--- src/rtl/ib_read_ctrl.sv ---
// ib_read_ctrl: read side of the router input buffer.
// Tracks occupancy from the writer's increment strobe, owns the wrapping read pointer,
// prefetches the head entry into an output register and presents it on valid/ready.
//
// Ports:
//   clk             rising-edge clock
//   reset           asynchronous active-low reset
//   wr_inc_i        writer stored one entry this cycle
//   buf_data_i      storage word at rdptr_addr_o (combinational read)
//   rdptr_addr_o    read pointer into storage
//   rdptr_inc_o     pop strobe: head entry captured this cycle
//   out_valid_o     out_data_o holds a valid entry
//   out_data_o      registered head entry
//   out_ready_i     downstream accepts out_data_o this cycle
//   count_o         entries in storage (excludes the output register)
//   empty_o/full_o  storage occupancy flags
//   overflow_err_o  sticky: write while full with no pop
module ib_read_ctrl #(
  parameter int unsigned DATA_WIDTH = 8,
  parameter int unsigned DEPTH      = 5,
  parameter int unsigned PTR_WIDTH  = 3
) (
  input  logic                  clk,
  input  logic                  reset,
  input  logic                  wr_inc_i,
  input  logic [DATA_WIDTH-1:0] buf_data_i,
  output logic [PTR_WIDTH-1:0]  rdptr_addr_o,
  output logic                  rdptr_inc_o,
  output logic                  out_valid_o,
  output logic [DATA_WIDTH-1:0] out_data_o,
  input  logic                  out_ready_i,
  output logic [PTR_WIDTH-1:0]  count_o,
  output logic                  empty_o,
  output logic                  full_o,
  output logic                  overflow_err_o
);

  localparam logic [PTR_WIDTH-1:0] DepthVal = PTR_WIDTH'(DEPTH);
  localparam logic [PTR_WIDTH-1:0] LastPtr  = PTR_WIDTH'(DEPTH - 1);

  typedef enum logic [0:0] {OutEmpty, OutValid} state_e;

  state_e                state_q;
  logic [PTR_WIDTH-1:0]  rdptr_q, rdptr_d;
  logic [PTR_WIDTH-1:0]  count_q, count_d;
  logic [DATA_WIDTH-1:0] data_q;
  logic                  ovf_q;
  logic                  accept, load, overflow;

  assign out_valid_o    = (state_q == OutValid);
  assign out_data_o     = data_q;
  assign rdptr_addr_o   = rdptr_q;
  assign count_o        = count_q;
  assign overflow_err_o = ovf_q;
  assign empty_o        = (count_q == '0);
  assign full_o         = (count_q == DepthVal);

  assign accept      = out_valid_o & out_ready_i;
  // Refill the output register whenever it is free or being drained this cycle.
  assign load        = !empty_o & (!out_valid_o | accept);
  assign rdptr_inc_o = load;
  // A write while full is only legal if a pop frees a slot in the same cycle.
  assign overflow    = wr_inc_i & full_o & !load;

  always_comb begin
    count_d = count_q;
    if (wr_inc_i && !load && !full_o) begin
      count_d = count_q + 1'b1;
    end else if (!wr_inc_i && load) begin
      count_d = count_q - 1'b1;
    end
  end

  always_comb begin
    rdptr_d = rdptr_q;
    if (load) begin
      rdptr_d = (rdptr_q == LastPtr) ? '0 : rdptr_q + 1'b1;
    end
  end

  always_ff @(posedge clk or negedge reset) begin
    if (!reset) begin
      state_q <= OutEmpty;
      rdptr_q <= '0;
      count_q <= '0;
      data_q  <= '0;
      ovf_q   <= 1'b0;
    end else begin
      rdptr_q <= rdptr_d;
      count_q <= count_d;
      if (overflow) begin
        ovf_q <= 1'b1;
      end
      if (load) begin
        data_q <= buf_data_i;
      end
      case (state_q)
        OutEmpty: begin
          if (load) begin
            state_q <= OutValid;
          end
        end
        OutValid: begin
          if (accept && !load) begin
            state_q <= OutEmpty;
          end
        end
        default: state_q <= OutEmpty;
      endcase
    end
  end

endmodule

--- config.mk ---
export PLATFORM = sky130hd
export DESIGN_NAME = ib_read_ctrl
export DESIGN_NICKNAME = d
export VERILOG_FILES = /design/src/rtl/ib_read_ctrl.sv
export SDC_FILE = /design/constraint.sdc
export NUM_CORES = 1
export LEC_CHECK = 0
export ABC_AREA = 1
export BUFFER_PORTS_ARGS = -buffer_cell sky130_fd_sc_hd__buf_2
export CAP_MARGIN = 20
export CORE_MARGIN = 4
export CORE_UTILIZATION = 52
export CTS_BUF_LIST = sky130_fd_sc_hd__clkbuf_8
export DETAILED_ROUTE_END_ITERATION = 8
export PLACE_DENSITY = 0.85
export SETUP_SLACK_MARGIN = 0.5
export SYNTH_ARGS = -nofsm -noshare
export SYNTH_HDL_FRONTEND = slang
export SYNTH_SLANG_ARGS = --single-unit
export TNS_END_PERCENT = 50
--- constraint.sdc ---
create_clock -name clk -period 3.2 [get_ports clk]
set_clock_uncertainty 0.05 [all_clocks]
set_input_delay 0.64 -clock clk [delete_from_list [all_inputs] [get_ports clk]]
set_output_delay 0.64 -clock clk [all_outputs]
set_load 0.01 [all_outputs]
==> reports/metrics.csv <==
metric,value,unit
Worst Setup SP,count_o[0],
DP HPWL,1.27,mm
status,finished clean,
pre-CTS setup slack,1.12,ns
Relative slew margins,76.5,%
PostCTS Resize Cnt,0,
Post-Synth Simple-Gate Area,28.7,%
met2 wire length,876,microns
Async SR Flop Fraction,100,%
most frequent cells after synthesis,"nand2_1 (32), dfrtp_1 (16), inv_1 (10), nand3_1 (6), o21ai_0 (3)",
Final Worst Setup Slack,1.10,ns
mux contribution to synthesized area,0,%
Diodes inserted,0,
top-count cell post-synth,nand2_1,
Critical Path Start Type,flip-flop,
I/O Buffers,30,
fmax,475,MHz
GRT overflow,0,
first-pass GRT wire length,2.86,mm
NumNets Final,133,
GRT Total Usage,19.9,%
Slew @ Worst Pin,0.352,ns
switching power,0.423,mW
syn nets,100,
clock buffer depth,2,
Final Util,72.5,%
die area,2140,sq um
Hold WC Path Type,in2async,
CTS buffer count,3,
Clock Sink Count,16,
Die Span X,46.3,microns
biggest area consumer among synthesized cells,dfrtp_1,
DR WL/cell,12.6,microns
Yosys top cell area share,52.5,%
Crit. End Element,output port,
Layout area overhead,26.9,%
static leakage,0.566,nW
starting density of the core,57.1,%
Post-Synthesis Cells,85,
1st-iter DRT viols,29,
"Distinct cells, synth",19,
Period minus WS final,2.10,ns
CTS root buf,clkbuf_8,
"Seq/Total Area, Yosys",52.5,%
Reg2Reg Setup Slack,1.33,ns
DRC Markers,0,
Final Slew Violations,0,
share of post-route cells with drive strength above 1,34.2,%
Yosys warnings,0,
drt pass-1 iters,4,
cell area after synthesis,762,sq um
GPL Wtd Cong,0.842,
"critical path fanouts, max",14,
Reg2Reg Depth,10,
FF-to-FF Start,count_o[0],
pin count of the biggest net entering global routing,17,
Clock Pin Slew Worst Setup and Hold Paths,0.06,ns
Worst VDD drop,0.554,mV
met3 wire length,109,microns
final hold vios,0,
Core Area,1330,sq um
CP required,2.51,ns
Rows,13,
post-route ant nets,0,
Setup Crit Path Kind,reg2out,
Synth area leaders,"dfrtp_1 (53%), nand2_1 (16%), inv_1 (4.9%)",
"Avg Cell Area, Syn",8.96,sq um
XOR/XNOR share of the synthesized area,1.15,%
final worst-path cycle share,65.7,%
ys flop type,dfrtp_1,
Clock Power Share,17.8,%
H-tree Lvls,1,
sw frac,41.6,%
Synth Area in Adders,5.91,%
Setup TNS,0,ns
Setup Buffers After CTS,0,
final wirelength,1.66,mm
Die Y,46.3,microns
"FF+latch count, synth",16,
met1 WL,639,microns
Pwr per Cell Area,1050,nW/um^2
Worst EP arrival,1.41,ns
Finished Layout Cells,132,
vias after detailed routing,655,
Seq pwr share,36.1,%
Gate power share,46.1,%
Ports,31,
Compound-Gate Fraction of Synth Area,3.78,%
number of global-route vias before repair,653,
max layer used,met4,
# placed instances,128,
CTS tree,built,
post-cts hold buffer count,0,
initial antenna violation count,0,
number of synthesized flops with an enable pin,0,
main combinational cell family by area after synthesis,simple AND/OR/NAND/NOR gates,
RR Endpoint,count_o[2],
vias per std cell,4.96,
MaxCap Viol Count,0,
Worst-Skew Late Latency,0.25,ns
RSZ-0062 raised after global routing,false,
final setup fails,0,
cell-internal power,0.593,mW
==> layout make-up <==
class / instances / area, sq um
repair buffers: 30 / 150
well taps: 15 / 18.8
multi-input cells: 56 / 302
clock buffers: 4 / 55.1
fillers: 110 / 367
flip-flops and latches: 16 / 400
inverters: 11 / 41.3
==> critical path, cell delays in order, from the launching register on <==
cell and delay [ns]:
dfrtp_1 0.45, nor2_1 0.15, nand2_2 0.10, nand2_4 0.16, inv_2 0.13, buf_2 0.16
==> kinds of logic (layout without fill, tap and decap cells) <==
logic type	count (synthesis)	count (layout)
AOI/OAI and AO/OA	5	5
xor gates and xnor gates	1	1
adders and majority gates	3	3
buffers and inverters	13	45
DFF	16	16
and+or+nand+nor	47	47
==> state kept, by name, indices dropped and copies added, names as in the netlist <==
name            count
count_o             3
overflow_err_o      1
out_valid_o         1
rdptr_addr_o        3
out_data_o          8
==> worst max-delay path by stage <==
stage             endpoint  slack (ns)  cells past startpoint
6_report       rdptr_inc_o        1.10                      5
5_1_grt        rdptr_inc_o        0.99                      5
4_1_cts        rdptr_inc_o        1.09                      5
3_5_place_dp   rdptr_inc_o        1.12                      6
3_3_place_gp   rdptr_inc_o        1.14                      6
2_1_floorplan   count_o[2]        1.40                     10
==> placed cells by master, fill, tap and decap left out <==
master    Yosys  routed
nand2_4       1       1
xor2_1        1       1
inv_2         1       1
nand3_4       1       1
dfrtp_1      16      16
nand3b_1      1       1
inv_1        10      10
o21ai_1       1       1
ha_1          2       2
nand4_1       2       2
clkbuf_8      0       4
nand3_1       6       6
nor2_1        2       2
a31o_2        1       1
buf_2         0      30
fa_1          1       1
nand2_2       2       2
nand2_1      32      32
o21ai_0       3       3
==> metrics by stage <==
step | hold WS, ns | power [mW] | cell area [sq um]
CTS | 0.247 | 1.03 | 967
global placement | 0.413 | 0.818 | 912
global route | 0.258 | 1.12 | 967
detailed placement | 0.416 | 0.842 | 912
floorplan | 0.294 | 0.679 | 762
finish | 0.234 | 1.02 | 967
==> per-layer routing <==
layer | GRT usage, % | vias to the layer above
met4 | 11.9 | 0
met2 | 31.6 | 22
met5 | 0 | -
li1 | - | 327
met3 | 7.03 | 5
met1 | 22.8 | 301
==> power by group through the flow <==
stage                     registers, mW  clock network [mW]  logic (mW)
after floorplan                   0.412                   0       0.266
after global placement            0.367                   0       0.451
after detailed placement          0.370                   0       0.472
after CTS                         0.368               0.185       0.476
after global routing              0.384               0.192       0.539
final                             0.367               0.181       0.468
Note: power is estimated with default switching activity, not from simulation.
